[src/rtl/mem_arbiter_pkg.sv]
// Shared types for the memory-port arbiter: bus widths, command encoding,
// request packets and the per-tag owner encoding.
package mem_arbiter_pkg;

    localparam int NUM_MEM_TAGS = 15;
    localparam int MEM_TAG_W    = $clog2(NUM_MEM_TAGS + 1);

    typedef logic [31:0]          ADDR;
    typedef logic [63:0]          MEM_BLOCK;
    typedef logic [MEM_TAG_W-1:0] MEM_TAG;

    typedef enum logic [1:0] {
        MEM_NONE  = 2'h0,
        MEM_LOAD  = 2'h1,
        MEM_STORE = 2'h2
    } MEM_COMMAND;

    typedef struct packed {
        logic valid;
        ADDR  addr;
    } I_ADDR_PACKET;

    typedef enum logic [1:0] {
        FREE   = 2'h0,
        ICACHE = 2'h1,
        DCACHE = 2'h2
    } OWNER_T;

    typedef enum logic [1:0] {
        GRANT_NONE   = 2'h0,
        GRANT_WB     = 2'h1,
        GRANT_DCACHE = 2'h2,
        GRANT_ICACHE = 2'h3
    } GRANT_T;

    function automatic ADDR block_align(input ADDR addr);
        return addr & ~ADDR'(7);
    endfunction

endpackage

[src/rtl/mem_arbiter_if.sv]
// Cache-side and memory-side signals of the arbiter; master is the arbiter's
// view, slave is the view of the caches and memory around it.
interface mem_arbiter_if;
    import mem_arbiter_pkg::*;

    I_ADDR_PACKET icache_req_addr;
    logic         icache_req_accepted;
    MEM_TAG       icache_current_req_tag;
    MEM_TAG       icache_mem_data_tag;

    I_ADDR_PACKET dcache_req_addr;
    logic         dcache_req_accepted;
    MEM_TAG       dcache_current_req_tag;
    MEM_TAG       dcache_mem_data_tag;

    logic         dcache_wb_valid;
    ADDR          dcache_wb_addr;
    MEM_BLOCK     dcache_wb_data;
    logic         dcache_wb_accepted;

    MEM_COMMAND   proc2mem_command;
    ADDR          proc2mem_addr;
    MEM_BLOCK     proc2mem_data;
    MEM_TAG       mem2proc_transaction_tag;
    MEM_TAG       mem2proc_data_tag;

    logic         stray_tag;

    modport master (
        input  icache_req_addr,
        output icache_req_accepted, icache_current_req_tag, icache_mem_data_tag,
        input  dcache_req_addr,
        output dcache_req_accepted, dcache_current_req_tag, dcache_mem_data_tag,
        input  dcache_wb_valid, dcache_wb_addr, dcache_wb_data,
        output dcache_wb_accepted,
        output proc2mem_command, proc2mem_addr, proc2mem_data,
        input  mem2proc_transaction_tag, mem2proc_data_tag,
        output stray_tag
    );

    modport slave (
        output icache_req_addr,
        input  icache_req_accepted, icache_current_req_tag, icache_mem_data_tag,
        output dcache_req_addr,
        input  dcache_req_accepted, dcache_current_req_tag, dcache_mem_data_tag,
        output dcache_wb_valid, dcache_wb_addr, dcache_wb_data,
        input  dcache_wb_accepted,
        input  proc2mem_command, proc2mem_addr, proc2mem_data,
        output mem2proc_transaction_tag, mem2proc_data_tag,
        input  stray_tag
    );

endinterface

[src/rtl/mem_tag_owner_table.sv]
// Registered record of which cache owns each outstanding memory tag.
// Entry 0 is never allocated because tag 0 means "no tag".
module mem_tag_owner_table
    import mem_arbiter_pkg::*;
#(
    parameter int NUM_TAGS = NUM_MEM_TAGS
) (
    input  logic   clock,
    input  logic   reset,
    input  logic   alloc_en,
    input  MEM_TAG alloc_tag,
    input  OWNER_T alloc_owner,
    input  logic   free_en,
    input  MEM_TAG free_tag,
    input  MEM_TAG lookup_tag,
    output OWNER_T lookup_owner
);

    localparam MEM_TAG MAX_TAG = MEM_TAG'(NUM_TAGS);

    OWNER_T owner_q [NUM_TAGS+1];
    OWNER_T owner_d [NUM_TAGS+1];

    // Allocation is applied after the free so a tag recycled in the same cycle keeps its new owner.
    always_comb begin
        owner_d = owner_q;
        if (free_en && free_tag != '0 && free_tag <= MAX_TAG) begin
            owner_d[free_tag] = FREE;
        end
        if (alloc_en && alloc_tag != '0 && alloc_tag <= MAX_TAG) begin
            owner_d[alloc_tag] = alloc_owner;
        end
    end

    always_comb begin
        lookup_owner = FREE;
        if (lookup_tag != '0 && lookup_tag <= MAX_TAG) begin
            lookup_owner = owner_q[lookup_tag];
        end
    end

    always_ff @(posedge clock) begin
        if (reset) begin
            for (int i = 0; i <= NUM_TAGS; i++) begin
                owner_q[i] <= FREE;
            end
        end else begin
            owner_q <= owner_d;
        end
    end

endmodule

[src/rtl/mem_arbiter.sv]
// Arbitrates writebacks, dcache load misses and icache misses onto the single
// memory port, and routes returning data tags back to the cache that issued them.
module mem_arbiter
    import mem_arbiter_pkg::*;
#(
    parameter int STARVE_LIMIT = 8,
    parameter int NUM_TAGS     = NUM_MEM_TAGS
) (
    input  logic clock,
    input  logic reset,
    mem_arbiter_if.master bus
);

    localparam int                CNT_W   = $clog2(STARVE_LIMIT + 1);
    localparam logic [CNT_W-1:0]  CNT_MAX = CNT_W'(STARVE_LIMIT);

    logic [CNT_W-1:0] starve_cnt_q;
    logic [CNT_W-1:0] starve_cnt_d;

    GRANT_T grant;
    logic   mem_accepted;
    logic   icache_accepted;
    logic   dcache_accepted;
    logic   wb_accepted;
    logic   alloc_en;
    OWNER_T alloc_owner;
    logic   free_en;
    OWNER_T return_owner;

    // Outputs are held quiet while reset is asserted, regardless of inputs.
    always_comb begin
        grant = GRANT_NONE;
        if (!reset) begin
            if (bus.icache_req_addr.valid && starve_cnt_q == CNT_MAX) begin
                grant = GRANT_ICACHE;
            end else if (bus.dcache_wb_valid) begin
                grant = GRANT_WB;
            end else if (bus.dcache_req_addr.valid) begin
                grant = GRANT_DCACHE;
            end else if (bus.icache_req_addr.valid) begin
                grant = GRANT_ICACHE;
            end
        end
    end

    always_comb begin
        bus.proc2mem_command = MEM_NONE;
        bus.proc2mem_addr    = '0;
        bus.proc2mem_data    = '0;
        case (grant)
            GRANT_WB: begin
                bus.proc2mem_command = MEM_STORE;
                bus.proc2mem_addr    = block_align(bus.dcache_wb_addr);
                bus.proc2mem_data    = bus.dcache_wb_data;
            end
            GRANT_DCACHE: begin
                bus.proc2mem_command = MEM_LOAD;
                bus.proc2mem_addr    = block_align(bus.dcache_req_addr.addr);
            end
            GRANT_ICACHE: begin
                bus.proc2mem_command = MEM_LOAD;
                bus.proc2mem_addr    = block_align(bus.icache_req_addr.addr);
            end
            default: begin
            end
        endcase
    end

    // A zero transaction tag means memory refused the command; the requester retries next cycle.
    always_comb begin
        mem_accepted    = bus.mem2proc_transaction_tag != '0;
        icache_accepted = (grant == GRANT_ICACHE) && mem_accepted;
        dcache_accepted = (grant == GRANT_DCACHE) && mem_accepted;
        wb_accepted     = (grant == GRANT_WB)     && mem_accepted;
        alloc_en        = icache_accepted || dcache_accepted;
        alloc_owner     = icache_accepted ? ICACHE : DCACHE;
    end

    always_comb begin
        bus.icache_req_accepted    = icache_accepted;
        bus.dcache_req_accepted    = dcache_accepted;
        bus.dcache_wb_accepted     = wb_accepted;
        bus.icache_current_req_tag = icache_accepted ? bus.mem2proc_transaction_tag : '0;
        bus.dcache_current_req_tag = dcache_accepted ? bus.mem2proc_transaction_tag : '0;
    end

    mem_tag_owner_table #(
        .NUM_TAGS (NUM_TAGS)
    ) owner_table (
        .clock        (clock),
        .reset        (reset),
        .alloc_en     (alloc_en),
        .alloc_tag    (bus.mem2proc_transaction_tag),
        .alloc_owner  (alloc_owner),
        .free_en      (free_en),
        .free_tag     (bus.mem2proc_data_tag),
        .lookup_tag   (bus.mem2proc_data_tag),
        .lookup_owner (return_owner)
    );

    always_comb begin
        free_en                 = !reset && bus.mem2proc_data_tag != '0;
        bus.icache_mem_data_tag = '0;
        bus.dcache_mem_data_tag = '0;
        bus.stray_tag           = 1'b0;
        if (free_en) begin
            case (return_owner)
                ICACHE:  bus.icache_mem_data_tag = bus.mem2proc_data_tag;
                DCACHE:  bus.dcache_mem_data_tag = bus.mem2proc_data_tag;
                default: bus.stray_tag           = 1'b1;
            endcase
        end
    end

    // Counts cycles the icache has waited; saturates so the forced grant stays armed until taken.
    always_comb begin
        starve_cnt_d = starve_cnt_q;
        if (!bus.icache_req_addr.valid || icache_accepted) begin
            starve_cnt_d = '0;
        end else if (starve_cnt_q != CNT_MAX) begin
            starve_cnt_d = starve_cnt_q + 1'b1;
        end
    end

    always_ff @(posedge clock) begin
        if (reset) begin
            starve_cnt_q <= '0;
        end else begin
            starve_cnt_q <= starve_cnt_d;
        end
    end

endmodule
[src/flat_wrapper.sv]
// flat-port wrapper written by rule: the top's interface ports become plain ports
module mem_arbiter_flat import mem_arbiter_pkg::*;
#(
    parameter int STARVE_LIMIT = 8,
    parameter int NUM_TAGS     = NUM_MEM_TAGS
)
  (clock, reset, bus_icache_req_addr, bus_icache_req_accepted, bus_icache_current_req_tag, bus_icache_mem_data_tag, bus_dcache_req_addr, bus_dcache_req_accepted, bus_dcache_current_req_tag, bus_dcache_mem_data_tag, bus_dcache_wb_valid, bus_dcache_wb_addr, bus_dcache_wb_data, bus_dcache_wb_accepted, bus_proc2mem_command, bus_proc2mem_addr, bus_proc2mem_data, bus_mem2proc_transaction_tag, bus_mem2proc_data_tag, bus_stray_tag);
  mem_arbiter_if bus_i ();
  input  logic clock;
  input  logic reset;
  input wire logic [$bits(bus_i.icache_req_addr)-1:0] bus_icache_req_addr;
  output wire logic [$bits(bus_i.icache_req_accepted)-1:0] bus_icache_req_accepted;
  output wire logic [$bits(bus_i.icache_current_req_tag)-1:0] bus_icache_current_req_tag;
  output wire logic [$bits(bus_i.icache_mem_data_tag)-1:0] bus_icache_mem_data_tag;
  input wire logic [$bits(bus_i.dcache_req_addr)-1:0] bus_dcache_req_addr;
  output wire logic [$bits(bus_i.dcache_req_accepted)-1:0] bus_dcache_req_accepted;
  output wire logic [$bits(bus_i.dcache_current_req_tag)-1:0] bus_dcache_current_req_tag;
  output wire logic [$bits(bus_i.dcache_mem_data_tag)-1:0] bus_dcache_mem_data_tag;
  input wire logic [$bits(bus_i.dcache_wb_valid)-1:0] bus_dcache_wb_valid;
  input wire logic [$bits(bus_i.dcache_wb_addr)-1:0] bus_dcache_wb_addr;
  input wire logic [$bits(bus_i.dcache_wb_data)-1:0] bus_dcache_wb_data;
  output wire logic [$bits(bus_i.dcache_wb_accepted)-1:0] bus_dcache_wb_accepted;
  output wire logic [$bits(bus_i.proc2mem_command)-1:0] bus_proc2mem_command;
  output wire logic [$bits(bus_i.proc2mem_addr)-1:0] bus_proc2mem_addr;
  output wire logic [$bits(bus_i.proc2mem_data)-1:0] bus_proc2mem_data;
  input wire logic [$bits(bus_i.mem2proc_transaction_tag)-1:0] bus_mem2proc_transaction_tag;
  input wire logic [$bits(bus_i.mem2proc_data_tag)-1:0] bus_mem2proc_data_tag;
  output wire logic [$bits(bus_i.stray_tag)-1:0] bus_stray_tag;
  assign bus_i.icache_req_addr = bus_icache_req_addr;
  assign bus_icache_req_accepted = bus_i.icache_req_accepted;
  assign bus_icache_current_req_tag = bus_i.icache_current_req_tag;
  assign bus_icache_mem_data_tag = bus_i.icache_mem_data_tag;
  assign bus_i.dcache_req_addr = bus_dcache_req_addr;
  assign bus_dcache_req_accepted = bus_i.dcache_req_accepted;
  assign bus_dcache_current_req_tag = bus_i.dcache_current_req_tag;
  assign bus_dcache_mem_data_tag = bus_i.dcache_mem_data_tag;
  assign bus_i.dcache_wb_valid = bus_dcache_wb_valid;
  assign bus_i.dcache_wb_addr = bus_dcache_wb_addr;
  assign bus_i.dcache_wb_data = bus_dcache_wb_data;
  assign bus_dcache_wb_accepted = bus_i.dcache_wb_accepted;
  assign bus_proc2mem_command = bus_i.proc2mem_command;
  assign bus_proc2mem_addr = bus_i.proc2mem_addr;
  assign bus_proc2mem_data = bus_i.proc2mem_data;
  assign bus_i.mem2proc_transaction_tag = bus_mem2proc_transaction_tag;
  assign bus_i.mem2proc_data_tag = bus_mem2proc_data_tag;
  assign bus_stray_tag = bus_i.stray_tag;
  mem_arbiter #(.STARVE_LIMIT(STARVE_LIMIT), .NUM_TAGS(NUM_TAGS)) u_core (.clock(clock), .reset(reset), .bus(bus_i));
endmodule
[config.mk]
export PLATFORM = sky130hd
export DESIGN_NAME = mem_arbiter_flat
export DESIGN_NICKNAME = d
export VERILOG_FILES = /design/src/rtl/mem_arbiter_pkg.sv /design/src/rtl/mem_arbiter_if.sv /design/src/rtl/mem_tag_owner_table.sv /design/src/rtl/mem_arbiter.sv /design/src/flat_wrapper.sv
export SDC_FILE = /design/constraint.sdc
export NUM_CORES = 1
export LEC_CHECK = 0
export BUFFER_PORTS_ARGS = -buffer_cell sky130_fd_sc_hd__clkbuf_2
export CAP_MARGIN = 0
export CORE_AREA = 2 2 113 115
export CTS_BUF_LIST = sky130_fd_sc_hd__clkbuf_8 sky130_fd_sc_hd__clkbuf_16
export DETAILED_ROUTE_END_ITERATION = 10
export DIE_AREA = 0 0 115 117
export GPL_TIMING_DRIVEN = 0
export PLACE_DENSITY = 0.75
export SKIP_LAST_GASP = 1
export SYNTH_ARGS = -nofsm -noshare
export SYNTH_HDL_FRONTEND = slang
export SYNTH_HIERARCHICAL = 1
export SYNTH_SLANG_ARGS = --single-unit
[constraint.sdc]
create_clock -name clock -period 5.7 [get_ports clock]
set_input_delay 1.71 -clock clock [delete_from_list [all_inputs] [get_ports clock]]
set_output_delay 1.71 -clock clock [all_outputs]
set_load 0.02 [all_outputs]
==> summary.md, run 1 <==
| Metric | Value |
|---|---|
| Placed cell count | `997` |
| Slowest CP cell | `mux4_2` |
| Max-Slew Margin vs Limit | `0.310` |
| GRT Residual Overflow | `0` |
| Hold Fails Final Rpt | `0` |
| Outcome | `finished clean` |
| Total clock buffers created by CTS | `5` |
| Fin Hold WS | `463 ps` |
| Via/cell ratio | `5.47` |
| Startpoint Class | `input pin` |
| Die Span Y | `117 µm` |
| Synthesized area | `4050 µm²` |
| Hold path cells | `2` |
| Fin crit period | `5460 ps` |
| Initial antenna violation count | `0` |
| Core Box Area | `12300 µm²` |
| Leak | `2.83 nW` |
| H-tree depth | `2` |
| Post-synthesis async set-or-reset flop share | `0` |
| Slowest Stage Delay on Critical Path | `530 ps` |
| Skew-Pair Late Insertion Delay | `280 ps` |
| R2r startpoint | `u_core/starve_cnt_q[0]` |
| Fin. max-slew vios | `0` |
| Seq pwr share | `0.281` |
| Hold_buf cts | `0` |
| Wire per inst | `16.6 µm` |
| Max Clk Rate | `183 MHz` |
| Sw Ratio | `0.336` |
| Crit path required time | `3990 ps` |
| RSZ-0062 raised after global routing | `no` |
| Worst hold start | `u_core/owner_table/owner_q[25]` |
| CTS Buffer Depth | `2` |
| Synth unique cells | `43` |
| Vias in the first global route | `5061` |
| Initial drt markers | `466` |
| Yosys reg bits | `34` |
| Crit path buf inv count | `4` |
| FF/Latch Area | `681 µm²` |
| Final std cells w/o fill | `1005` |
| Worst r2r dst | `u_core/owner_table/owner_q[26]` |
| Post CTS Setup Buffer Count | `0` |
| CP Max Fanout | `11` |
| Fill count | `1253` |
| Area of the multi-input gates | `3090 µm²` |
| DRT antenna net count | `0` |
| Setup TNS | `0 ps` |
| Combinational share of power | `0.364` |
| Area Overhead vs Synth | `43.2%` |
| Max-cap viol count | `0` |
| Worst Setup End Kind | `output pin` |
| P per Cell Area | `148 nW/µm²` |
| DP Wirelength | `13400 µm` |
| Post_cts resized | `0` |
| Delay-heaviest family, CP | `buffers and inverters` |
| Primary FF master, synth | `dfxtp_1` |
| Port bufs | `277` |
| Setup Skew | `4.11 ps` |
| P_sw | `0.000288 W` |
| Cells after Synth | `568` |
| Reg2Reg Setup Slack | `2870 ps` |
| DRT Pass-1 Iters | `7` |
| Final Wtd Congestion | `0.893` |
| Min-Delay Endpoint | `u_core/owner_table/owner_q[25]` |
| Sequential area share after synthesis | `0.168` |
| Ant diodes | `0` |
| Via count | `5494` |
| Peak supply drop | `106 µV` |
| Share of layout cells above drive strength 1 | `0.375` |
| Clock Sinks | `34` |
| Pint | `0.000570 W` |
| Die X | `115 µm` |
| Worst-margin pin slew | `1030 ps` |
| Cell breakdown of the critical path | `clkbuf_2 -> buf_6 -> mux4_2 -> nor2b_1 -> nor3_1 -> o21bai_1 -> inv_1 -> ha_1 -> nor2b_1 -> and2_1 -> clkbuf_2` |
| Avg Inst Size Synth | `7.13 µm²` |
| Ys Warns | `6` |
| Die ar. | `13500 µm²` |
| First-pass GRT wire length | `25300 µm` |
| Top Ports | `291` |
| Routed WL | `16700 µm` |
| Final period util | `0.957` |
| All-Layer GR Usage | `0.235` |
| DRC | `0` |
| Hold Path Class | `reg -> reg` |
| Initial Utilization | `0.329` |
| Number of enable flip-flop cells after synthesis | `0` |
| Clk network pwr share | `0.355` |
| TritonCTS clock tree | `built` |
| # rows | `41` |
| Layout net count | `1031` |
| Arrival time worst endpoint | `3750 ps` |
| FF-to-FF path depth | `9` |
| Critical path class | `in -> out` |
| Final setup fails | `0` |
| Clock root cell | `clkbuf_16` |
| Clk slew on worst S/H paths | `50 ps` |
| Largest net degree at the start of global routing | `16` |
[worst min-delay path, cell delays in order (launching register included)]
cell	delay [ps]
dfxtp_1	300
nand3_1	60
a21oi_1	50
[cell type report]
class,instances,share of cell area
repair buffers,277,0.239
plain buffers,51,0.0456
multi-input cells,479,0.533
flip-flops and latches,34,0.117
inverters,6,0.00389
well taps,150,0.0324
clock inverters,3,0.00691
clock buffers,5,0.0216
[power groups by stage]
stage	logic (W)	registers, W	clock network (W)
floorplan	0.000171	0.000246	0
global placement	0.000307	0.000246	0
detailed placement	0.000309	0.000246	0
CTS	0.000310	0.000241	0.000308
global route	0.000337	0.000241	0.000321
finish	0.000312	0.000241	0.000304
[logic make-up after synthesis]
group | count (synthesis) | synth area share
multiplexers | 39 | 0.115
other | 1 | 0.000926
flip-flops | 34 | 0.168
AND/OR/NAND/NOR | 327 | 0.457
AO/OA/AOI/OAI | 105 | 0.173
buffers and inverters | 57 | 0.0708
adder cells (fa/ha/maj) | 4 | 0.0124
XOR/XNOR | 1 | 0.00216
[flip-flops by register name (all words and copies together) (netlist names)]
name and flops:
u_core/owner_table/owner_q 30, u_core/starve_cnt_q 4
[how the worst max path moves through the flow]
| stage | from | cells after the start | endpoint | slack, ps |
|---|---|---|---|---|
| 6_report | bus_mem2proc_data_tag[0] | 11 | bus_dcache_mem_data_tag[3] | 240 |
| 4_1_cts | bus_mem2proc_data_tag[0] | 11 | bus_dcache_mem_data_tag[2] | 240 |
| 3_5_place_dp | bus_mem2proc_data_tag[0] | 11 | bus_dcache_mem_data_tag[2] | 240 |
| 3_3_place_gp | bus_mem2proc_data_tag[0] | 11 | bus_dcache_mem_data_tag[2] | 270 |
| 5_1_grt | bus_mem2proc_data_tag[0] | 11 | bus_dcache_mem_data_tag[2] | 70 |
| 2_1_floorplan | bus_mem2proc_data_tag[0] | 9 | bus_dcache_mem_data_tag[0] | 750 |
[stage by stage]
step | worst slack, ps | util | power (W) | instance area, µm²
after floorplan | 752 | - | 0.000417 | 4060
after global placement | 265 | 0.457 | 0.000553 | 5630
after detailed placement | 238 | 0.457 | 0.000555 | 5630
after CTS | 236 | 0.471 | 0.000859 | 5790
after global routing | 67.3 | 0.471 | 0.000900 | 5790
final | 244 | 0.471 | 0.000858 | 5790
[Yosys cell counts, types with 2 or more instances]
cell        n  area [µm²]
a21oi_1    36         180
a32oi_1    30         263
nor3b_1     2        15.0
nand4_1    29         181
or3b_1      2        17.5
nand2b_1    6        37.5
buf_6       2        22.5
buf_4      11        82.6
dfxtp_1    34         681
a211oi_1    2        15.0
nand3_1    42         210
mux4_2      2        45.0
nand2_1    54         203
a31oi_1    29         181
mux2_2      2        22.5
nor4_1      2        12.5
and3_1      2        12.5
mux4_1      3        78.8
ha_1        4        50.1
and2_1    110         688
nor3b_2     2        25.0
mux2i_1    32         320
a221oi_1    2        17.5
and3b_1     5        43.8
inv_1       5        18.8
nor3_1      5        25.0
clkbuf_1   25        93.8
o211ai_1    2        15.0
nor2b_1    42         263
nand3b_1    4        30.0
nor2_1     17        63.8
buf_2      12        60.1
[per-layer routing]
| metal | vias up | GRT usage | wire (µm) |
|---|---|---|---|
| li1 | 2616 | - | - |
| met3 | 35 | 0.0577 | 1690 |
| met4 | 0 | 0.0538 | 267 |
| met2 | 343 | 0.421 | 8040 |
| met5 | - | 0 | 0 |
| met1 | 2500 | 0.285 | 6720 |
[layout by cell type (no fill, tap or decap), drive strengths merged, types with 17 or more instances in the layout]
cell type,netlist,final
clkbuf,26,308
nand2,54,54
a21oi,36,36
nor2b,42,42
buf,25,25
a32oi,30,30
nor2,17,17
nand4,29,29
and2,110,110
mux2i,32,32
nand3,42,42
dfxtp,34,34
a31oi,29,29
(Power assumes the default switching activity.)
==> run 2, diff against run 1 <==
CORE_AREA = 2 2 114 116   (was 2 2 113 115)
DIE_AREA = 0 0 116 118   (was 0 0 115 117)
HOLD_SLACK_MARGIN = 0.03   (was unset)
PLACE_DENSITY = 0.74   (was 0.75)
==> summary.md, run 2 (synthesized netlist as in run 1, its figures left out) <==
| Metric | Value |
|---|---|
| Share of layout cells above drive strength 1 | `0.375 (-0.000731)` |
| Crit path required time | `3990 ps (about the same)` |
| Post CTS Setup Buffer Count | `0 (unchanged)` |
| Largest register FFs | `30 (unchanged)` |
| Final worst slack | `215 ps (-28.6 ps)` |
| Setup TNS | `0 ps (unchanged)` |
| H-tree depth | `2 (unchanged)` |
| Setup Skew | `3.91 ps (-0.200 ps)` |
| Peak supply drop | `88.6 µV (-16%)` |
| Fill count | `1333 (+6.4%)` |
| Max-cap viol count | `0 (unchanged)` |
| Crit path buf inv count | `4 (unchanged)` |
| Clock Sinks | `34 (unchanged)` |
| Setup WS pre-CTS | `249 ps (+11.2 ps)` |
| Vias in the first global route | `5011 (-0.99%)` |
| Ant diodes | `0 (unchanged)` |
| Layout net count | `1031 (unchanged)` |
| Worst-margin pin slew | `1080 ps (+51.0 ps)` |
| Startpoint Class | `input pin` |
| Area Overhead vs Synth | `43.1% (about the same)` |
| Outcome | `finished clean` |
| Initial Utilization | `0.326 (-0.00272)` |
| Final Total Pwr | `0.000802 W (-6.5%)` |
| Critical Path Stages | `11 (unchanged)` |
| Total clock buffers created by CTS | `5 (unchanged)` |
| Core Box Area | `12400 µm² (+0.83%)` |
| First-pass GRT wire length | `25200 µm (-0.52%)` |
| Max-Slew Margin vs Limit | `0.276 (-0.0342)` |
| Slowest Stage Delay on Critical Path | `520 ps (about the same)` |
| Die ar. | `13700 µm² (+1.7%)` |
| DP Wirelength | `13300 µm (-0.14%)` |
| Initial antenna violation count | `0 (unchanged)` |
| Clock root cell | `clkbuf_16` |
| Die X | `116 µm (+0.87%)` |
| Via count | `5413 (-1.5%)` |
| Worst Setup End Kind | `output pin` |
| Max Clk Rate | `182 MHz (-0.52%)` |
| TritonCTS clock tree | `built` |
| Fin crit period | `5490 ps (+28.6 ps)` |
| Via/cell ratio | `5.28 (-3.5%)` |
| Largest net degree at the start of global routing | `16 (unchanged)` |
| Final Wtd Congestion | `0.894 (+0.12%)` |
| Hold Path Class | `reg -> reg` |
| Leak | `2.82 nW (-0.50%)` |
| Post_cts resized | `0 (unchanged)` |
| DRT antenna net count | `0 (unchanged)` |
| Hold_buf cts | `0 (unchanged)` |
| Slowest CP cell | `mux4_2` |
| Skew-Pair Late Insertion Delay | `280 ps (about the same)` |
| CTS Buffer Depth | `2 (unchanged)` |
| Most frequent cells in the layout | `clkbuf_2, and2_1, nand2_1` |
| DRC | `0 (unchanged)` |
| Hold path cells | `2 (unchanged)` |
| Fin. max-slew vios | `0 (unchanged)` |
| Arrival time worst endpoint | `3780 ps (+30 ps)` |
| RSZ-0062 raised after global routing | `no` |
| Port bufs | `277 (unchanged)` |
| Critical path class | `in -> out` |
| Cell breakdown of the critical path | `clkbuf_2 -> buf_6 -> mux4_2 -> nor2b_1 -> nor3_1 -> o21bai_1 -> inv_1 -> ha_1 -> nor2b_1 -> and2_1 -> clkbuf_2` |
| Routed WL | `16600 µm (-0.84%)` |
| P per Cell Area | `138 nW/µm² (-6.4%)` |
| DRT Pass-1 Iters | `5 (-2)` |
| GRT Residual Overflow | `0 (unchanged)` |
| Final setup fails | `0 (unchanged)` |
| Final period util | `0.962 (+0.00503)` |
| Biggest regs | `u_core/owner_table/owner_q x30, u_core/starve_cnt_q x4` |
| Clk slew on worst S/H paths | `50 ps (about the same)` |
| # rows | `41 (unchanged)` |
| Top Ports | `291 (unchanged)` |
| Initial drt markers | `452 (-3.0%)` |
| CP Max Fanout | `11 (unchanged)` |
| Commonest non-fill, non-tap cell in the layout | `clkbuf_2` |
| Hold Fails Final Rpt | `0 (unchanged)` |
| FF-to-FF path depth | `9 (unchanged)` |
| Wire per inst | `16.2 µm (-2.9%)` |
| Die Span Y | `118 µm (+0.85%)` |
| Largest Register | `u_core/owner_table/owner_q` |
| All-Layer GR Usage | `0.230 (-0.00555)` |
| Delay-heaviest family, CP | `buffers and inverters` |
==> run 2: changes by cell type in the layout (fill, tap and decap cells not counted) <==
cell,delta
bufinv_16,-1
==> run 2: metrics by stage <==
step	area [µm²]	util	hold WS, ps	std cells
2_1_floorplan	4060	-	443	570
3_3_place_gp	5660	0.456	455	1019
3_5_place_dp	5660	0.456	456	1019
4_1_cts	5790	0.467	464	1026
5_1_grt	5790	0.467	484	1026
6_report	5790	0.467	465	1026
==> run 2: path summary, 6_finish.rpt <==
| path | endpoint | start | slack, ps |
|---|---|---|---|
| min reg2reg | u_core/owner_table/owner_q[3] | u_core/owner_table/owner_q[3] | 470 |
| min | u_core/owner_table/owner_q[3] | u_core/owner_table/owner_q[3] | 470 |
| max reg2reg | u_core/owner_table/owner_q[23] | u_core/starve_cnt_q[0] | 2840 |
| max | bus_dcache_mem_data_tag[1] | bus_mem2proc_data_tag[0] | 210 |
==> run 2: layer usage <==
layer	GRT usage	wire length, µm
met1	0.287	6660
met2	0.394	7930
met3	0.0433	1610
met4	0.0729	367
met5	0	0
==> run 2: where the power goes <==
part | total, W | internal (W) | switching, W | leakage, nW
Clock | 0.000252 | 0.000157 | 0.0000945 | 0.0694
Combinational | 0.000309 | 0.000125 | 0.000183 | 2.48
Sequential | 0.000241 | 0.000240 | 0.00000139 | 0.274
Total | 0.000802 | 0.000523 | 0.000279 | 2.82
==> run 2: worst min-delay path, cell delays in order (launching register included) <==
cell	delay, ps
dfxtp_1	300
nand3_1	60
a21oi_1	60
==> run 2: final cells by class <==
| type | instances | area, µm² | area share |
|---|---|---|---|
| well taps | 172 | 215 | 0.0372 |
| multi-input cells | 479 | 3090 | 0.533 |
| repair buffers | 277 | 1390 | 0.239 |
| plain buffers | 51 | 264 | 0.0456 |
| clock inverters | 2 | 10.0 | 0.00173 |
| clock buffers | 5 | 125 | 0.0216 |
| flip-flops and latches | 34 | 681 | 0.118 |
| inverters | 6 | 22.5 | 0.00389 |
